===== config.mk =====
export PLATFORM = sky130hd
export DESIGN_NAME = mem_port_arbiter
export DESIGN_NICKNAME = d
export VERILOG_FILES = /design/src/rtl/mem_arb_pkg.sv /design/src/rtl/mem_arb_starve.sv /design/src/rtl/mem_port_arbiter.sv
export SDC_FILE = /design/constraint.sdc
export NUM_CORES = 1
export LEC_CHECK = 0
export ABC_CLOCK_PERIOD_IN_PS = 3500
export CAP_MARGIN = 20
export CORE_MARGIN = 3
export CORE_UTILIZATION = 40
export CTS_CLUSTER_SIZE = 24
export DETAILED_ROUTE_END_ITERATION = 6
export GPL_TIMING_DRIVEN = 1
export PLACE_DENSITY = 0.77
export SLEW_MARGIN = 25
export SYNTH_ARGS = -nofsm -noshare
export SYNTH_HDL_FRONTEND = slang
export SYNTH_SLANG_ARGS = --single-unit

===== constraint.sdc =====
create_clock -name CLK -period 3.5 [get_ports CLK]
set_input_delay 0.7 -clock CLK [delete_from_list [all_inputs] [get_ports CLK]]
set_output_delay 0.7 -clock CLK [all_outputs]
set_load 0.01 [all_outputs]

===== src/rtl/mem_arb_pkg.sv =====
// Shared encodings, widths and request payload for the CPU/DMA memory port arbiter.
package mem_arb_pkg;
  localparam int unsigned ADDR_W  = 16;
  localparam int unsigned DATA_W  = 16;
  localparam int unsigned STATE_W = 3;
  localparam int unsigned GNT_W   = 2;
  localparam int unsigned LAT_W   = 3;
  localparam int unsigned CNT_W   = 4;

  typedef enum logic [STATE_W-1:0] {
    IDLE    = 3'd0,
    ACCESS  = 3'd1,
    WAIT    = 3'd2,
    CAPTURE = 3'd3,
    DONE    = 3'd4
  } arb_state_e;

  typedef enum logic [GNT_W-1:0] {
    GNT_NONE = 2'd0,
    GNT_CPU  = 2'd1,
    GNT_DMA  = 2'd2
  } grant_e;

  typedef struct packed {
    logic              we;
    logic [ADDR_W-1:0] addr;
    logic [DATA_W-1:0] wdata;
  } mem_req_t;

  function automatic mem_req_t pack_req(input logic              we,
                                        input logic [ADDR_W-1:0] addr,
                                        input logic [DATA_W-1:0] wdata);
    mem_req_t r;
    r.we    = we;
    r.addr  = addr;
    r.wdata = wdata;
    return r;
  endfunction
endpackage


===== src/rtl/mem_arb_starve.sv =====
// Fairness policy: saturating starvation counter and combinational winner select.
module mem_arb_starve
  import mem_arb_pkg::*;
#(
  parameter int unsigned STARVE_LIMIT = 4
) (
  input  logic i_clk,
  input  logic i_rst_n,
  input  logic i_arb,
  input  logic i_cpu_req,
  input  logic i_dma_req,
  output logic o_dma_win_c
);
  logic [CNT_W-1:0] r_starve_cnt;
  logic             w_at_limit;

  assign w_at_limit  = (r_starve_cnt == CNT_W'(STARVE_LIMIT));
  assign o_dma_win_c = i_dma_req && (!i_cpu_req || w_at_limit);

  // Counts CPU wins taken while the DMA was waiting; any DMA win clears it.
  always_ff @(posedge i_clk) begin
    if (!i_rst_n) begin
      r_starve_cnt <= '0;
    end else if (i_arb) begin
      if (o_dma_win_c) begin
        r_starve_cnt <= '0;
      end else if (i_cpu_req && i_dma_req && !w_at_limit) begin
        r_starve_cnt <= r_starve_cnt + CNT_W'(1);
      end
    end
  end
endmodule


===== src/rtl/mem_port_arbiter.sv =====
// Shares the single-port unified memory between the CPU port and the DMA/IO port,
// one access at a time, with a req/done handshake per requester.
module mem_port_arbiter
  import mem_arb_pkg::*;
#(
  parameter int unsigned MEM_LAT      = 1,
  parameter int unsigned STARVE_LIMIT = 4
) (
  input  logic               CLK,
  input  logic               Reset,
  input  logic               CpuReq,
  input  logic               CpuWe,
  input  logic [ADDR_W-1:0]  CpuAddr,
  input  logic [DATA_W-1:0]  CpuWData,
  output logic [DATA_W-1:0]  CpuRData,
  output logic               CpuDone,
  input  logic               DmaReq,
  input  logic               DmaWe,
  input  logic [ADDR_W-1:0]  DmaAddr,
  input  logic [DATA_W-1:0]  DmaWData,
  output logic [DATA_W-1:0]  DmaRData,
  output logic               DmaDone,
  output logic               MemEn,
  output logic               MemWe,
  output logic [ADDR_W-1:0]  MemAddr,
  output logic [DATA_W-1:0]  MemWData,
  input  logic [DATA_W-1:0]  MemRData,
  output logic [GNT_W-1:0]   Grant,
  output logic [STATE_W-1:0] ArbState
);
  arb_state_e        r_state,      w_state_nxt;
  logic              r_owner_dma,  w_owner_dma_nxt;
  mem_req_t          r_req,        w_req_nxt;
  logic [LAT_W-1:0]  r_lat_cnt,    w_lat_cnt_nxt;
  logic              r_mem_en,     w_mem_en_nxt;
  logic              r_mem_we,     w_mem_we_nxt;
  logic [ADDR_W-1:0] r_mem_addr,   w_mem_addr_nxt;
  logic [DATA_W-1:0] r_mem_wdata,  w_mem_wdata_nxt;
  logic              r_cpu_done,   w_cpu_done_nxt;
  logic              r_dma_done,   w_dma_done_nxt;
  grant_e            r_grant,      w_grant_nxt;
  logic [DATA_W-1:0] r_cpu_rdata,  w_cpu_rdata_nxt;
  logic [DATA_W-1:0] r_dma_rdata,  w_dma_rdata_nxt;
  logic              w_dma_win;

  mem_arb_starve #(
    .STARVE_LIMIT(STARVE_LIMIT)
  ) u_starve (
    .i_clk      (CLK),
    .i_rst_n    (Reset),
    .i_arb      (r_state == IDLE),
    .i_cpu_req  (CpuReq),
    .i_dma_req  (DmaReq),
    .o_dma_win_c(w_dma_win)
  );

  // Next state plus next values of every registered output.
  always_comb begin
    w_state_nxt     = r_state;
    w_owner_dma_nxt = r_owner_dma;
    w_req_nxt       = r_req;
    w_lat_cnt_nxt   = r_lat_cnt;
    w_cpu_rdata_nxt = r_cpu_rdata;
    w_dma_rdata_nxt = r_dma_rdata;

    unique case (r_state)
      IDLE: begin
        if (CpuReq || DmaReq) begin
          w_owner_dma_nxt = w_dma_win;
          w_req_nxt       = w_dma_win ? pack_req(DmaWe, DmaAddr, DmaWData)
                                      : pack_req(CpuWe, CpuAddr, CpuWData);
          w_state_nxt     = ACCESS;
        end
      end
      ACCESS: begin
        if (r_req.we) begin
          w_state_nxt = DONE;
        end else if (MEM_LAT == 1) begin
          w_state_nxt = CAPTURE;
        end else begin
          w_state_nxt   = WAIT;
          w_lat_cnt_nxt = LAT_W'(MEM_LAT - 1);
        end
      end
      WAIT: begin
        if (r_lat_cnt <= LAT_W'(1)) begin
          w_state_nxt = CAPTURE;
        end else begin
          w_lat_cnt_nxt = r_lat_cnt - LAT_W'(1);
        end
      end
      CAPTURE: begin
        w_state_nxt = DONE;
        if (r_owner_dma) begin
          w_dma_rdata_nxt = MemRData;
        end else begin
          w_cpu_rdata_nxt = MemRData;
        end
      end
      DONE:    w_state_nxt = IDLE;
      default: w_state_nxt = IDLE;
    endcase

    // Outputs are registered, so they are decoded from the state being entered.
    w_mem_en_nxt    = (w_state_nxt == ACCESS);
    w_mem_we_nxt    = w_mem_en_nxt && w_req_nxt.we;
    w_mem_addr_nxt  = w_mem_en_nxt ? w_req_nxt.addr  : '0;
    w_mem_wdata_nxt = w_mem_en_nxt ? w_req_nxt.wdata : '0;
    w_cpu_done_nxt  = (w_state_nxt == DONE) && !w_owner_dma_nxt;
    w_dma_done_nxt  = (w_state_nxt == DONE) &&  w_owner_dma_nxt;
    if (w_state_nxt == IDLE) begin
      w_grant_nxt = GNT_NONE;
    end else begin
      w_grant_nxt = w_owner_dma_nxt ? GNT_DMA : GNT_CPU;
    end
  end

  always_ff @(posedge CLK) begin
    if (!Reset) begin
      r_state     <= IDLE;
      r_owner_dma <= 1'b0;
      r_req       <= '0;
      r_lat_cnt   <= '0;
      r_mem_en    <= 1'b0;
      r_mem_we    <= 1'b0;
      r_mem_addr  <= '0;
      r_mem_wdata <= '0;
      r_cpu_done  <= 1'b0;
      r_dma_done  <= 1'b0;
      r_grant     <= GNT_NONE;
      r_cpu_rdata <= '0;
      r_dma_rdata <= '0;
    end else begin
      r_state     <= w_state_nxt;
      r_owner_dma <= w_owner_dma_nxt;
      r_req       <= w_req_nxt;
      r_lat_cnt   <= w_lat_cnt_nxt;
      r_mem_en    <= w_mem_en_nxt;
      r_mem_we    <= w_mem_we_nxt;
      r_mem_addr  <= w_mem_addr_nxt;
      r_mem_wdata <= w_mem_wdata_nxt;
      r_cpu_done  <= w_cpu_done_nxt;
      r_dma_done  <= w_dma_done_nxt;
      r_grant     <= w_grant_nxt;
      r_cpu_rdata <= w_cpu_rdata_nxt;
      r_dma_rdata <= w_dma_rdata_nxt;
    end
  end

  assign CpuRData = r_cpu_rdata;
  assign CpuDone  = r_cpu_done;
  assign DmaRData = r_dma_rdata;
  assign DmaDone  = r_dma_done;
  assign MemEn    = r_mem_en;
  assign MemWe    = r_mem_we;
  assign MemAddr  = r_mem_addr;
  assign MemWData = r_mem_wdata;
  assign Grant    = r_grant;
  assign ArbState = r_state;
endmodule


After elaboration in Yosys (flattened, before gate mapping)

Index checks and enable logic that the tools add are counted.

Flip-flop bits (word level): 114
Input bits: 86
Output and inout bits: 73
Logic and storage cells: 60

$add $sub $neg: 2
Order comparisons: 1
Eq/ne operators: 6
Mux-type cells: 12
Bitwise logic cells: 3
Reduce and logical (&&, ||, !) cells: 20

Operators with widths:

| cell                  | number |
|---|---|
| $mux W33              | 3 |
| $pmux W3 S4           | 1 |
| $reduce_and A2 Y1     | 5 |
| $mux W3               | 3 |
| $mux W4               | 2 |
| $eq A3 B1 Y1 const B  | 2 |
| $eq A3 B2 Y1 const B  | 2 |
| $logic_and A1 B1 Y1   | 6 |
| $logic_not A3 Y1      | 2 |
| $add A4 B1 Y4 const B | 1 |
| $eq A4 B3 Y1 const B  | 1 |
| $eq A3 B3 Y1 const B  | 1 |
| $le A3 B1 Y1 const B  | 1 |
| $logic_not A1 Y1      | 3 |
| $not A1 Y1            | 3 |
| $sub A3 B1 Y3 const B | 1 |
| $logic_or A1 B1 Y1    | 2 |
| $mux W1               | 2 |
| $mux W2               | 1 |
| $reduce_bool A2 Y1    | 1 |
| $reduce_or A2 Y1      | 1 |

Longest topological paths before layout

Word-level depth: 7
Depth in mapped cells: 7
Depth with buffers taken out: 5

Modules after synthesis

Synthesis repeated with hierarchy kept, for this count alone.

Cells, all modules: 332
Area total of the unflattened synthesis: 3116.7 um2

By module, submodules not included:

| module           | times used | cells an instance | area each (um2) | sequential area each (um2) |
|---|---|---|---|---|
| mem_port_arbiter | 1          | 302               | 2854.0          | 1561.5 |
| mem_arb_starve   | 1          | 30                | 262.8           | 80.1 |

Worst setup path before layout

Ideal clock, no wire load.

Kind: input port to flip-flop
Start point: in CpuReq
End point: reg r_state[0], in the netlist ArbState[0]
Setup time: 0.120 ns
Arrival time: 1.603 ns
Required time: 3.380 ns
Path slack: 1.777 ns
Stages on the path: 6
Path buffers: 3
Path through: or2_1 -> buf_6 -> and2_1 -> buf_6 -> buf_6 -> o31a_1

Longest elaborated chain between the ends: 3

RTL lines:

| what                 | line                    | text |
|---|---|---|
| start, declared      | mem_port_arbiter.sv:11  | `input logic CpuReq,` |
| $logic_or A1 B1 Y1   | mem_port_arbiter.sv:68  | `if (CpuReq \|\| DmaReq) begin` |
| $mux W3              | mem_port_arbiter.sv:68  |  |
| $pmux W3 S4          | mem_port_arbiter.sv:66  | `unique case (r_state)` |
| end signal, assigned | mem_port_arbiter.sv:134 | `r_state <= w_state_nxt;` |
| end, declared        | mem_port_arbiter.sv:31  | `arb_state_e r_state, w_state_nxt;` |

No other way between the ends.
A chain may end at the register's enable or synchronous reset.

Worst setup path after layout

Start point: reg r_state[2], in the netlist ArbState[2]
End point: out ArbState[2]

RTL lines:

| what          | line                   | text |
|---|---|---|
| end, declared | mem_port_arbiter.sv:29 | `output logic [STATE_W-1:0] ArbState` |

No word-level cell between the ends.

==> qor.yml <==
yosys:
  synthCells: 393
  ys_ff_latch: 82
  ys_seq_area_share_pct: 48.9
  synth_top_area_share_pct: 48.9
  ys_async_sr_fraction_pct: 0
  synth.distinct_cells: 43
  synth_top_cell_by_area: "dfxtp_1"
  synth_warnings: 0
  synth_area_leaders: "dfxtp_1, a21oi_1, nand2_1, o211ai_1, nand3_1"
  syn_nets: 483
  syn-cell-area_sq_um: 3360
  postSynthAreaPerCell_sq_um: 8.54
  synth_ff_type: "dfxtp_1"
  synth_edf_count: 0
setup_path:
  ff2ff_setup_slack_ns: 1.56
  crit_start: "ArbState[2]"
  critPathKind: "flop to output pin"
  end_kind: "output pin"
  start_kind: "flop"
  reg2regPathDepth: 3
  worstPathCellList: "clkdlybuf4s50_1"
  regToRegEndpoint: "DmaRData[3]"
  critPathTopFamily: "flip-flops"
  worstPathArrival_ns: 1.77
  crit_end: "ArbState[2]"
  required_ns: 2.80
  slowest_delay_ns: 0.73
  r2r_start: "ArbState[0]"
  cp.depth: 1
  critical_path.max_fanout: 16
  crit_buf_inv: 1
  cp_slowest_cell: "dfxtp_1"
place:
  gp_congestion: 0.844
  place_area_sq_um: 4920
  port_buffers: 158
  hpwl_um: 7300
cts:
  clock_latency_ns: 0.35
  hold_buffers: 0
  cts_tree: "done"
  cts.clk_slew.worst_paths_ns: 0.09
  cts_max_level: 3
  post_cts_resized: 0
  cts_setup_buffers: 0
  cts_sinks: 82
  cts_buffer_depth: 2
  cts_buffers: 9
  root_buffer: "clkbuf_8"
pwr:
  power-per-cell-area_nw_per_um2: 475
  vdd_drop_max_mv: 0.280
  leakage_uw: 0.00183
cells_and_area:
  drive_gt1_share_pct: 5.64
  nFillCells: 666
  final_cell_mix: "clkdlybuf4s50_1, dfxtp_1, nand2_1"
  finalNetCount: 617
  mostFrequentLayoutCell: "clkdlybuf4s50_1"
  post-route-cell-area_sq_um: 5150
  diodes: 0
  areaGrowthSynthToFinish_pct: 53.4
run:
  cap_violations: 0
drt:
  drcViolationCount: 0
  drtAntennaViolNets: 0
  firstDrtPassIters: 4
  totalWireLength_um: 10300
  avgViaCountPerCell: 5.26
  num_vias: 3336
  wl_per_cell_um: 16.2
  drt-initial-drc-count: 131
die:
  die_area_sq_um: 9520
  core_sq_um: 7930
  pin_count: 159
  die_h_um: 97.6
  rows: 32
  die_w_um: 97.6
  initial_core_util_pct: 42.3
timing:
  slew_headroom_pct: 49.5
  slew_viol_final: 0
  setup_viol: 0
  clock.fmax_mhz: 405
  rsz0062_at_grt: "no"
  period_needed_ns: 2.47
  fin_crit_sh_pct: 70.6
  tightest_slew_ns: 0.754
  tns_ns: 0
  hold_viol_final: 0
  finClkSkew_ns: 0.0122
  hold_ws_ns: 0.456
grt:
  grt_max_degree: 38
  grt_util_all_layers_pct: 21.5
  grt_pass1_wl_um: 16700
  overflow: 0
  antenna_found_initial: 0
  grt_pass1_vias: 3290
run_status:
  outcome: "finished clean"
hold_path:
  min_path_type: "flop to flop"
report_power, final:
group / internal, uW / switching (uW)
sequential: 1030 / 76.9
clock: 414 / 363
combinational: 315 / 251
total: 1750 / 691
Yosys cell counts, types with 2 or more instances:
| cell type | count |
|---|---|
| and3b_1 | 2 |
| inv_1 | 6 |
| nor3b_1 | 2 |
| or4_1 | 2 |
| ha_1 | 4 |
| and3_1 | 2 |
| o41ai_1 | 2 |
| nand2_1 | 71 |
| dfxtp_1 | 82 |
| and2_1 | 2 |
| clkbuf_1 | 23 |
| nand3_1 | 34 |
| buf_4 | 3 |
| o211ai_1 | 34 |
| nand2b_1 | 3 |
| a21oi_1 | 69 |
| buf_6 | 3 |
| o21ai_0 | 2 |
| nor4bb_1 | 2 |
| buf_2 | 14 |
| mux2i_1 | 2 |
| nand4b_1 | 5 |
| nor2_1 | 4 |
flip-flops by register name (all words and copies together) (netlist names), 2 cells and up:
name                   cells
CpuRData                  16
DmaRData                  16
MemAddr                   16
MemWData                  16
Grant                      2
r_lat_cnt                  3
ArbState                   3
u_starve.r_starve_cnt      4
routing by layer:
layer	vias up	track usage [%]	part of all wire [%]	wire length, um
met5	-	0	0	0
met4	0	9.80	3.8	392
met3	29	5.10	4.5	464
met2	104	36.5	50	5180
met1	1554	25.6	41	4230
li1	1649	-	-	-
worst min path at each step:
stage	depth (start not counted)	startpoint	slack, ns	endpoint
2_1_floorplan	2	r_lat_cnt[1]	0.45	r_lat_cnt[1]
3_3_place_gp	2	DmaRData[11]	0.44	DmaRData[11]
3_5_place_dp	2	CpuRData[15]	0.45	CpuRData[15]
4_1_cts	2	CpuRData[15]	0.46	CpuRData[15]
5_1_grt	2	DmaRData[11]	0.48	DmaRData[11]
6_report	2	CpuRData[14]	0.46	CpuRData[14]
tightest hold or removal path, stage by stage, from the launching register on:
cell     delay [ns]
dfxtp_1        0.32
nand2_1        0.05
a21oi_1        0.05
cell type report:
type / instances / area (sq um) / area share [%]
clock buffers: 9 / 124 / 2.41
clock inverters: 7 / 105 / 2.04
inverters: 8 / 30.0 / 0.583
multi-input cells: 260 / 1480 / 28.7
flip-flops and latches: 82 / 1640 / 31.9
well taps: 102 / 128 / 2.48
repair buffers: 166 / 1640 / 31.9
kinds of logic (layout without fill, tap and decap cells):
family / count (synthesis) / in the layout / synth area share, %
AND/OR/NAND/NOR: 139 / 139 / 20.9
AO/OA/AOI/OAI: 115 / 115 / 20.8
flip-flops: 82 / 82 / 48.9
buffers and inverters: 51 / 190 / 7.23
adder cells (fa/ha/maj): 4 / 4 / 1.49
multiplexers: 2 / 2 / 0.597
stage by stage:
stage	total power [uW]	worst slack [ns]	cells	utilization, %
floorplan	1400	1.78	393	-
global placement	1680	1.02	618	62.0
detailed placement	1690	0.930	618	62.0
CTS	2460	1.03	634	64.9
global route	2560	0.966	634	64.9
finish	2450	1.03	634	64.9
Note: power is estimated with default switching activity, not from simulation.
